$ cat config.mk
export PLATFORM = sky130hd
export DESIGN_NAME = popcount23_tnn_seq
export DESIGN_NICKNAME = d
export VERILOG_FILES = /design/src/rtl/popcount23_tnn_seq.sv
export SDC_FILE = /design/constraint.sdc
export NUM_CORES = 1
export LEC_CHECK = 0
export CAP_MARGIN = 20
export CORE_ASPECT_RATIO = 1.25
export CORE_MARGIN = 8
export CORE_UTILIZATION = 30
export CTS_CLUSTER_SIZE = 20
export DETAILED_ROUTE_END_ITERATION = 12
export GPL_TIMING_DRIVEN = 0
export HOLD_SLACK_MARGIN = 0.1
export SLEW_MARGIN = 20
export SYNTH_ARGS = -nofsm -noshare
export SYNTH_HDL_FRONTEND = slang
export SYNTH_SLANG_ARGS = --single-unit
$ cat constraint.sdc
create_clock -name clk -period 8.1 [get_ports clk]
set_clock_uncertainty 0.15 [all_clocks]
set_input_delay 1.62 -clock clk [delete_from_list [all_inputs] [get_ports clk]]
set_output_delay 1.62 -clock clk [all_outputs]
set_load 0.05 [all_outputs]
$ cat src/rtl/popcount23_tnn_seq.sv
// rtl/popcount23_tnn_seq.sv - ternary neuron sequencer time-sharing one 23-input popcount unit
module popcount23_tnn_seq #(
   parameter int CHUNKS = 4,
   parameter int ACC_W  = $clog2(31*CHUNKS+1)+1
) (
   input  logic                     clk,
   input  logic                     rst_n,
   input  logic                     start_valid,
   output logic                     start_ready,
   input  logic [23*CHUNKS-1:0]     x_in,
   input  logic [23*CHUNKS-1:0]     wpos_in,
   input  logic [23*CHUNKS-1:0]     wneg_in,
   input  logic signed [ACC_W-1:0]  th_hi,
   input  logic signed [ACC_W-1:0]  th_lo,
   output logic [22:0]              pc_in,
   input  logic [4:0]               pc_out,
   output logic                     res_valid,
   input  logic                     res_ready,
   output logic [1:0]               res_trit,
   output logic signed [ACC_W-1:0]  res_sum
);

   localparam int N   = 23*CHUNKS;
   localparam int C_W = (CHUNKS > 1) ? $clog2(CHUNKS) : 1;
   localparam logic [C_W-1:0] C_LAST = C_W'(CHUNKS-1);

   typedef enum logic [1:0] {IDLE, POS, NEG, DONE} state_t;

   state_t                   state;
   state_t                   state_nx;
   logic [C_W-1:0]           c;
   logic signed [ACC_W-1:0]  acc;
   logic [N-1:0]             x_r;
   logic [N-1:0]             wpos_r;
   logic [N-1:0]             wneg_r;
   logic signed [ACC_W-1:0]  th_hi_r;
   logic signed [ACC_W-1:0]  th_lo_r;

   logic [22:0]              x_sl;
   logic [22:0]              wpos_sl;
   logic [22:0]              wneg_sl;
   logic signed [ACC_W-1:0]  pc_ext;
   logic signed [ACC_W-1:0]  acc_pos;
   logic signed [ACC_W-1:0]  acc_neg;
   logic [1:0]               trit_nx;
   logic                     start_fire;
   logic                     last_slice;

   // Select the latched operand slice addressed by the slice counter.
   always_comb begin
      x_sl    = '0;
      wpos_sl = '0;
      wneg_sl = '0;
      for (int k = 0; k < CHUNKS; k++) begin
         if (c == C_W'(k)) begin
            x_sl    = x_r[k*23 +: 23];
            wpos_sl = wpos_r[k*23 +: 23];
            wneg_sl = wneg_r[k*23 +: 23];
         end
      end
   end

   assign pc_ext     = {{(ACC_W-5){1'b0}}, pc_out};
   assign acc_pos    = acc + pc_ext;
   assign acc_neg    = acc - pc_ext;
   assign last_slice = (c == C_LAST);
   assign start_fire = (state == IDLE) && start_valid;

   // Ternary decision on the final sum; +1 wins when the thresholds overlap.
   always_comb begin
      trit_nx = 2'b00;
      if (acc_neg >= th_hi_r)
         trit_nx = 2'b01;
      else if (acc_neg <= th_lo_r)
         trit_nx = 2'b11;
   end

   // Next-state and state-decoded outputs; pc_in stays 0 outside POS/NEG to keep the shared unit quiet.
   always_comb begin
      state_nx    = state;
      start_ready = 1'b0;
      res_valid   = 1'b0;
      pc_in       = '0;
      case (state)
         IDLE: begin
            start_ready = 1'b1;
            if (start_valid)
               state_nx = POS;
         end
         POS: begin
            pc_in    = x_sl & wpos_sl;
            state_nx = NEG;
         end
         NEG: begin
            pc_in    = x_sl & wneg_sl;
            state_nx = last_slice ? DONE : POS;
         end
         DONE: begin
            res_valid = 1'b1;
            if (res_ready)
               state_nx = IDLE;
         end
         default: state_nx = IDLE;
      endcase
   end

   // State register.
   always_ff @(posedge clk or negedge rst_n) begin
      if (!rst_n)
         state <= IDLE;
      else
         state <= state_nx;
   end

   // Operand capture, slice counter and running accumulator.
   always_ff @(posedge clk or negedge rst_n) begin
      if (!rst_n) begin
         c       <= '0;
         acc     <= '0;
         x_r     <= '0;
         wpos_r  <= '0;
         wneg_r  <= '0;
         th_hi_r <= '0;
         th_lo_r <= '0;
      end else begin
         if (start_fire) begin
            x_r     <= x_in;
            wpos_r  <= wpos_in;
            wneg_r  <= wneg_in;
            th_hi_r <= th_hi;
            th_lo_r <= th_lo;
            acc     <= '0;
            c       <= '0;
         end else if (state == POS) begin
            acc <= acc_pos;
         end else if (state == NEG) begin
            acc <= acc_neg;
            if (!last_slice)
               c <= c + 1'b1;
         end
      end
   end

   // Result registers, loaded only on the NEG to DONE transition and held otherwise.
   always_ff @(posedge clk or negedge rst_n) begin
      if (!rst_n) begin
         res_sum  <= '0;
         res_trit <= 2'b00;
      end else if ((state == NEG) && last_slice) begin
         res_sum  <= acc_neg;
         res_trit <= trit_nx;
      end
   end

endmodule

==> results of run 1 <==
==> sequential cells by signal, summed over array words and instances, names as in the netlist <==
name	flops
acc	8
th_lo_r	8
x_r	92
res_sum	8
res_trit	2
c	2
state	2
th_hi_r	8
wpos_r	92
wneg_r	92
==> synthesized netlist by cell type, types with 20 or more instances <==
| master | instances | share of area, % |
|---|---|---|
| sky130_fd_sc_hd__mux2_2 | 44 | 3.3 |
| sky130_fd_sc_hd__ha_1 | 34 | 2.9 |
| sky130_fd_sc_hd__clkbuf_1 | 86 | 2.2 |
| sky130_fd_sc_hd__o211ai_1 | 31 | 1.6 |
| sky130_fd_sc_hd__inv_1 | 58 | 1.5 |
| sky130_fd_sc_hd__a21oi_1 | 41 | 1.4 |
| sky130_fd_sc_hd__nand3_1 | 25 | 0.84 |
| sky130_fd_sc_hd__nand2_1 | 854 | 22 |
| sky130_fd_sc_hd__nor2_1 | 20 | 0.50 |
| sky130_fd_sc_hd__a31oi_1 | 20 | 0.84 |
| sky130_fd_sc_hd__mux2i_1 | 32 | 2.1 |
| sky130_fd_sc_hd__o21ai_0 | 63 | 2.1 |
| sky130_fd_sc_hd__dfrtp_1 | 314 | 53 |
==> routing by layer <==
| layer | wire, um | GRT usage [%] | vias up |
|---|---|---|---|
| met5 | 0 | 0 | - |
| met4 | 2570 | 9.23 | 0 |
| met3 | 3590 | 4.02 | 98 |
| met2 | 30000 | 36.1 | 469 |
| met1 | 26000 | 26.3 | 6682 |
| li1 | - | - | 6430 |
==> cells by family after synthesis <==
family	share of synthesized area, %
simple gates	23.9
flops	52.7
compound gates	10.0
buf+inv	4.38
mux	5.47
fa+ha+maj	3.12
xor+xnor	0.353
==> critical path: stages, from the launching register on <==
cell                              delay (ps)
sky130_fd_sc_hd__dfrtp_1                 430
sky130_fd_sc_hd__inv_1                   100
sky130_fd_sc_hd__ha_1                    180
sky130_fd_sc_hd__buf_2                   290
sky130_fd_sc_hd__buf_2                   350
sky130_fd_sc_hd__buf_4                   340
sky130_fd_sc_hd__mux2i_1                 130
sky130_fd_sc_hd__o21ai_0                 580
sky130_fd_sc_hd__o311a_1                 280
sky130_fd_sc_hd__clkdlybuf4s50_1         860
==> how the worst max path moves through the flow <==
stage	start	to	slack (ps)	depth (start not counted)
after floorplan	pc_out[4]	res_trit[0]	3560	12
final	state[0]	pc_in[21]	2260	9
after detailed placement	pc_out[1]	res_trit[0]	2540	12
after global placement	rst_n	res_sum[4]	-8680	1
after CTS	c[1]	pc_in[4]	2260	8
after global routing	state[0]	pc_in[21]	2180	9
==> final cells by class <==
type | count | area [um^2]
clock inverter | 9 | 126
sequential | 314 | 7860
multi-input combinational | 1267 | 6400
tap | 651 | 815
antenna | 5 | 12.5
fill | 4997 | 28800
inverter | 58 | 218
timing repair buffer | 338 | 3440
clock buffer | 58 | 1120
buffer | 106 | 437
==> metrics by stage <==
step | util [%] | power (mW) | std cells | setup TNS [ps] | cell area [um^2]
2_1_floorplan | - | 4.95 | 1745 | 0 | 14900
3_3_place_gp | 38.8 | 6.33 | 2731 | -2712950 | 19100
3_5_place_dp | 39.0 | 6.41 | 2734 | 0 | 19200
4_1_cts | 41.5 | 8.17 | 2801 | 0 | 20400
5_1_grt | 41.5 | 8.66 | 2805 | 0 | 20400
6_report | 41.5 | 8.09 | 2806 | 0 | 20400
==> power by group <==
part           switching, mW  internal (mW)
Sequential             0.416           2.31
Combinational           2.34           1.30
Clock                  0.672           1.04
==> impl_summary.txt, run 1 <==
----------------------------------------------------
[STA]
  Unrepaired setup endpoints after global routing ... no
  Min Tclk post-route ... roughly 6000 ps
  Worst hold slack ... 317 ps
  Final worst-path setup slack ... 2260 ps
  Worst slew margin ... 24.3%
  Fmax achieved ... 171 MHz
  Number of pins with negative max-slew slack in the final report ... 0
  Final cycle utilization of the critical path ... approximately 72%
  Slew at the pin closest to its max-slew limit ... approximately 1100 ps
  Number of setup violations in the final report ... 0
  Final Hold Violating Endpoints ... 0

[Detailed routing]
  Via/cell ratio ... 4.87
  Detailed-route via count ... 13679
  Iteration count of the initial detailed-routing pass ... 6
  Initial detailed-routing violation count ... 912
  Count of antenna-violating nets left after detailed routing ... 0
  Remaining routing DRC violations ... 0
  Wirelength per Cell ... between 20 and 25 um
  Overall routed net length ... 62100 um

[Cells and area]
  Fraction of layout instances using a drive strength above 1 ... between 5 and 6%
  Top library cells by usage in the layout, fill and taps aside ... 854 x sky130_fd_sc_hd__nand2_1, 334 x sky130_fd_sc_hd__clkdlybuf4s50_1, 314 x sky130_fd_sc_hd__dfrtp_1, 97 x sky130_fd_sc_hd__clkbuf_1, 63 x sky130_fd_sc_hd__o21ai_0
  Synth-to-Final Area Change ... 37.0%
  Leading cell type in the layout, fill and taps excluded ... sky130_fd_sc_hd__nand2_1
  Nets ... ~2500

[Die]
  Standard-cell rows ... a little over 90
  CORE AREA ... 0.0492 mm^2
  Die Footprint ... 0.0571 mm^2
  Vertical extent of the die ... 265 um
  Starting density of the core ... 30.3%
  Floorplan die width ... approximately 220 um
  Count of boundary I/O pins ... around 340

[Clock tree]
  Buffers inserted by post-CTS timing repair ... 0
  Clock slew seen by the registers of the worst setup and hold paths ... 50 ps
  Count of clock tree sinks ... 314
  Number of buffers added by the clock tree synthesis step ... 37
  Clock tree from TritonCTS ... yes
  Root buf cell ... sky130_fd_sc_hd__clkbuf_16
  Clock latency of the later-clocked register in the worst-skew pair ... 530 ps
  Bufs on Longest Clock Path ... 3
  H-tree levels ... 2
  Quantity of hold-fixing buffers added after cts ... 0
  Post-cts repair resize count ... 0

[Synth]
  Synth async-reset ratio ... 100%
  Dominant register cell in the synthesized netlist ... sky130_fd_sc_hd__dfrtp_1
  Post-Synthesis Cell Area ... 0.0149 mm^2
  Number of distinct library cell variants in the gate-level netlist after synthesis ... 53
  Yosys warning total ... 0
  Average footprint of a synthesized cell ... 8.54 um^2
  Number of flops mapped to enable cells by yosys ... 0
  Proportion of synthesized chip area in sequential cells ... 52.7%
  Flops & latches, synth ... roughly 310
  Post-synthesis instance total ... 1745
  Post-Synthesis Net Count ... 2082

[Placement]
  Port buffer count ... 335
  Post-placement setup slack ... 2540 ps
  HPWL after DPL ... just under 50000 um
  GPL Wtd Cong ... 0.869

[Worst hold path]
  Hold path cells ... 2
  Worst hold path class ... flip-flop to flip-flop
  Source of the worst hold timing path ... wneg_r[47]
  Hold EP ... wneg_r[47]

[Flow run]
  Number of maximum-capacitance violations ... 0

[Setup path]
  Reg-to-reg startpoint ... acc[0]
  Crit end category ... output port
  Terminus of the critical flop-to-flop path ... res_trit[0]
  Cells on worst reg2reg path ... 13
  Required time worst endpoint ... 6330 ps
  Startpoint type of the worst setup path ... flip-flop
  Slack of the worst reg-to-reg path ... 4380 ps
  Worst path arrival time ... 4070 ps
  Critical-path maximum fanout ... 10
  Critical setup path kind ... flip-flop to output port

[Pwr]
  VDD IR-drop max ... 0.000185 V
  Total power per unit cell area ... 396 mW/mm^2
  LEAKAGE ... 9.66 nW

[Global route]
  Antenna violations before repair ... 5
  Tot GR Track Use ... a little over a fifth
  Largest net degree at the start of global routing ... 94
  Global-route wire length before repair ... 92300 um
  Gr ovfl total ... 0
  Via count of the first global-routing pass ... 14584

[Status]
  Result of the run ... finished clean

----------------------------------------------------
Power figures use the tool's default switching activity.
==> inputs of run 2 (changes only) <==
clock period = 5.1 ns   (was 8.1 ns; I/O delays follow)
==> run 2 against run 1 <==
Against the previous run: die area stayed put; via count up 0.20%; clock power up 59%; sequential power rose by 59%; non-clock buffer count unchanged; worst setup slack got worse by 2100 ps; clock-buffer cell count unchanged; cell count unchanged.
==> impl_summary.txt, run 2 (synthesized netlist as in run 1, its figures left out) <==
----------------------------------------------------
[Clock tree]
  Clock slew seen by the registers of the worst setup and hold paths ... 50 ps (about the same)
  H-tree levels ... 2 (unchanged)
  Clock latency of the later-clocked register in the worst-skew pair ... 530 ps (about the same)
  Clock tree from TritonCTS ... yes
  Quantity of hold-fixing buffers added after cts ... 0 (unchanged)
  Number of buffers added by the clock tree synthesis step ... 37 (unchanged)
  Bufs on Longest Clock Path ... 3 (unchanged)
  Count of clock tree sinks ... 314 (unchanged)
  Root buf cell ... sky130_fd_sc_hd__clkbuf_16

[STA]
  Number of setup violations in the final report ... 0 (unchanged)
  Final worst-path setup slack ... 138 ps (-2120 ps)
  Worst hold slack ... 320 ps (+3.39 ps)
  Min Tclk post-route ... about 5000 ps
  Unrepaired setup endpoints after global routing ... no
  Worst slew margin ... 23.8% (-0.48 points)
  Final Hold Violating Endpoints ... 0 (unchanged)
  Number of pins with negative max-slew slack in the final report ... 0 (unchanged)
  Slew at the pin closest to its max-slew limit ... 1140 ps (+7.18 ps)
  Fmax achieved ... 202 MHz
  Final cycle utilization of the critical path ... 97.3%

[Cells and area]
  Top library cells by usage in the layout, fill and taps aside ... 854 x sky130_fd_sc_hd__nand2_1, 320 x sky130_fd_sc_hd__clkdlybuf4s50_1, 314 x sky130_fd_sc_hd__dfrtp_1, 93 x sky130_fd_sc_hd__clkbuf_1, 63 x sky130_fd_sc_hd__o21ai_0
  Post-layout instance area ... 0.0204 mm^2 (+0.15%)
  Number of filler instances in the final layout ... 4990 (-0.14%)
  Synth-to-Final Area Change ... 37.2%
  Leading cell type in the layout, fill and taps excluded ... sky130_fd_sc_hd__nand2_1
  Fraction of layout instances using a drive strength above 1 ... 6.23% (+0.28 points)
  Nets ... 2459 (unchanged)
  Regs by FF count ... wneg_r x92, wpos_r x92, x_r x92

[Placement]
  HPWL after DPL ... 48200 um (unchanged)
  Post-Place Cell Area ... 0.0192 mm^2 (unchanged)
  Post-placement setup slack ... 144 ps (-2400 ps)
  GPL Wtd Cong ... 0.869 (unchanged)
  Port buffer count ... 335 (unchanged)

[Detailed routing]
  Remaining routing DRC violations ... 0 (unchanged)
  Count of antenna-violating nets left after detailed routing ... 0 (unchanged)
  Wirelength per Cell ... 22.1 um (-0.13%)
  Overall routed net length ... 62100 um (-0.13%)
  Iteration count of the initial detailed-routing pass ... 5 (-1)
  Via/cell ratio ... 4.88 (+0.20%)
  Detailed-route via count ... 13707 (+0.20%)
  Initial detailed-routing violation count ... 922 (+1.1%)

[Global route]
  Via count of the first global-routing pass ... 14592 (+0.055%)
  Gr ovfl total ... 0 (unchanged)
  Antenna violations before repair ... 5 (unchanged)
  Tot GR Track Use ... 21.3% (about the same)
  Largest net degree at the start of global routing ... 94 (unchanged)
  Global-route wire length before repair ... 92200 um (about the same)

[Worst hold path]
  Worst hold path class ... flip-flop to flip-flop

[Die]
  Vertical extent of the die ... 265 um (unchanged)
  CORE AREA ... 0.0492 mm^2 (unchanged)
  Starting density of the core ... 30.3% (unchanged)
  Count of boundary I/O pins ... 336 (unchanged)
  Floorplan die width ... 215 um (unchanged)
  Die Footprint ... 0.0571 mm^2 (unchanged)
  Standard-cell rows ... 91 (unchanged)

[Setup path]
  Startpoint type of the worst setup path ... flip-flop
  Required time worst endpoint ... 3930 ps (-2400 ps)
  Crit end category ... output port
  Worst path arrival time ... 3790 ps (-280 ps)
  Critical-path maximum fanout ... 10 (unchanged)
  Critical setup path kind ... flip-flop to output port

[Flow run]
  Number of maximum-capacitance violations ... 0 (unchanged)

[Status]
  Result of the run ... finished clean

[Pwr]
  LEAKAGE ... 9.84 nW (+1.8%)
  Total power per unit cell area ... 628 mW/mm^2 (+58%)
  VDD IR-drop max ... 0.000294 V (+58%)

----------------------------------------------------
-- run 2: cell count changes in the layout (fill, tap and decap cells not counted), sizes merged --
cell,before,now
dlymetal6s2s,0,8
clkdlybuf4s50,334,320
dlygate4sd2,0,6
-- run 2: per-layer routing --
metal	track usage, %	part of all wire, %	vias up
met5	0	0	-
met4	9.08	4.1	0
met3	4.02	6.2	105
met2	36.1	48	494
met1	26.3	41	6682
li1	-	-	6426
-- run 2: layout make-up --
type                    count  area, um^2  area share [%]
multi-input cells        1267        6410            31.3
repair buffers            338        3450            16.9
plain buffers             106         442            2.16
diodes                      5        12.5          0.0612
flip-flops and latches    314        7860            38.4
clock inverters             9         126           0.618
well taps                 651         815            3.98
inverters                  58         218            1.06
clock buffers              58        1120            5.46
-- run 2: what timing repair did --
action,CTS,global route
gates resized for setup,11,10
hold endpoints to repair,0,0
pin swaps,0,0
setup endpoints to repair,12,8
buffers inserted,0,0
cloned,0,0
-- run 2: path summary, 6_finish.rpt --
kind	startpoint	end	slack, ps	cells past startpoint
max	state[0]	pc_in[13]	140	10
min	wpos_r[47]	wpos_r[47]	320	2
max reg2reg	acc[0]	res_trit[0]	1380	13
min reg2reg	wpos_r[47]	wpos_r[47]	320	2
max in group asynchronous	rst_n	wneg_r[77]	3210	3
min in group asynchronous	rst_n	wpos_r[39]	330	1
-- run 2: metrics by stage --
step	total power [mW]	std cells	util, %	TNS [ps]
floorplan	7.86	1745	-	0
global placement	10.1	2731	38.8	-3466550
detailed placement	10.2	2734	39.0	0
CTS	13.0	2801	41.5	0
global route	13.7	2805	41.6	0
finish	12.8	2806	41.6	0
-- run 2: critical path, cell delays in order (launching register included) --
cell	delay (ps)
sky130_fd_sc_hd__dfrtp_1	420
sky130_fd_sc_hd__inv_1	80
sky130_fd_sc_hd__ha_1	220
sky130_fd_sc_hd__buf_2	210
sky130_fd_sc_hd__buf_4	230
sky130_fd_sc_hd__inv_1	130
sky130_fd_sc_hd__buf_2	340
sky130_fd_sc_hd__o211ai_1	200
sky130_fd_sc_hd__a211o_1	380
sky130_fd_sc_hd__a21oi_1	160
sky130_fd_sc_hd__clkdlybuf4s50_1	870
-- run 2: where the power goes --
group / internal (mW) / switching, mW / total, mW / leakage (nW)
Combinational: 2.06 / 3.72 / 5.79 / 5.33
Clock: 1.66 / 1.07 / 2.73 / 0.608
Sequential: 3.67 / 0.658 / 4.33 / 3.91
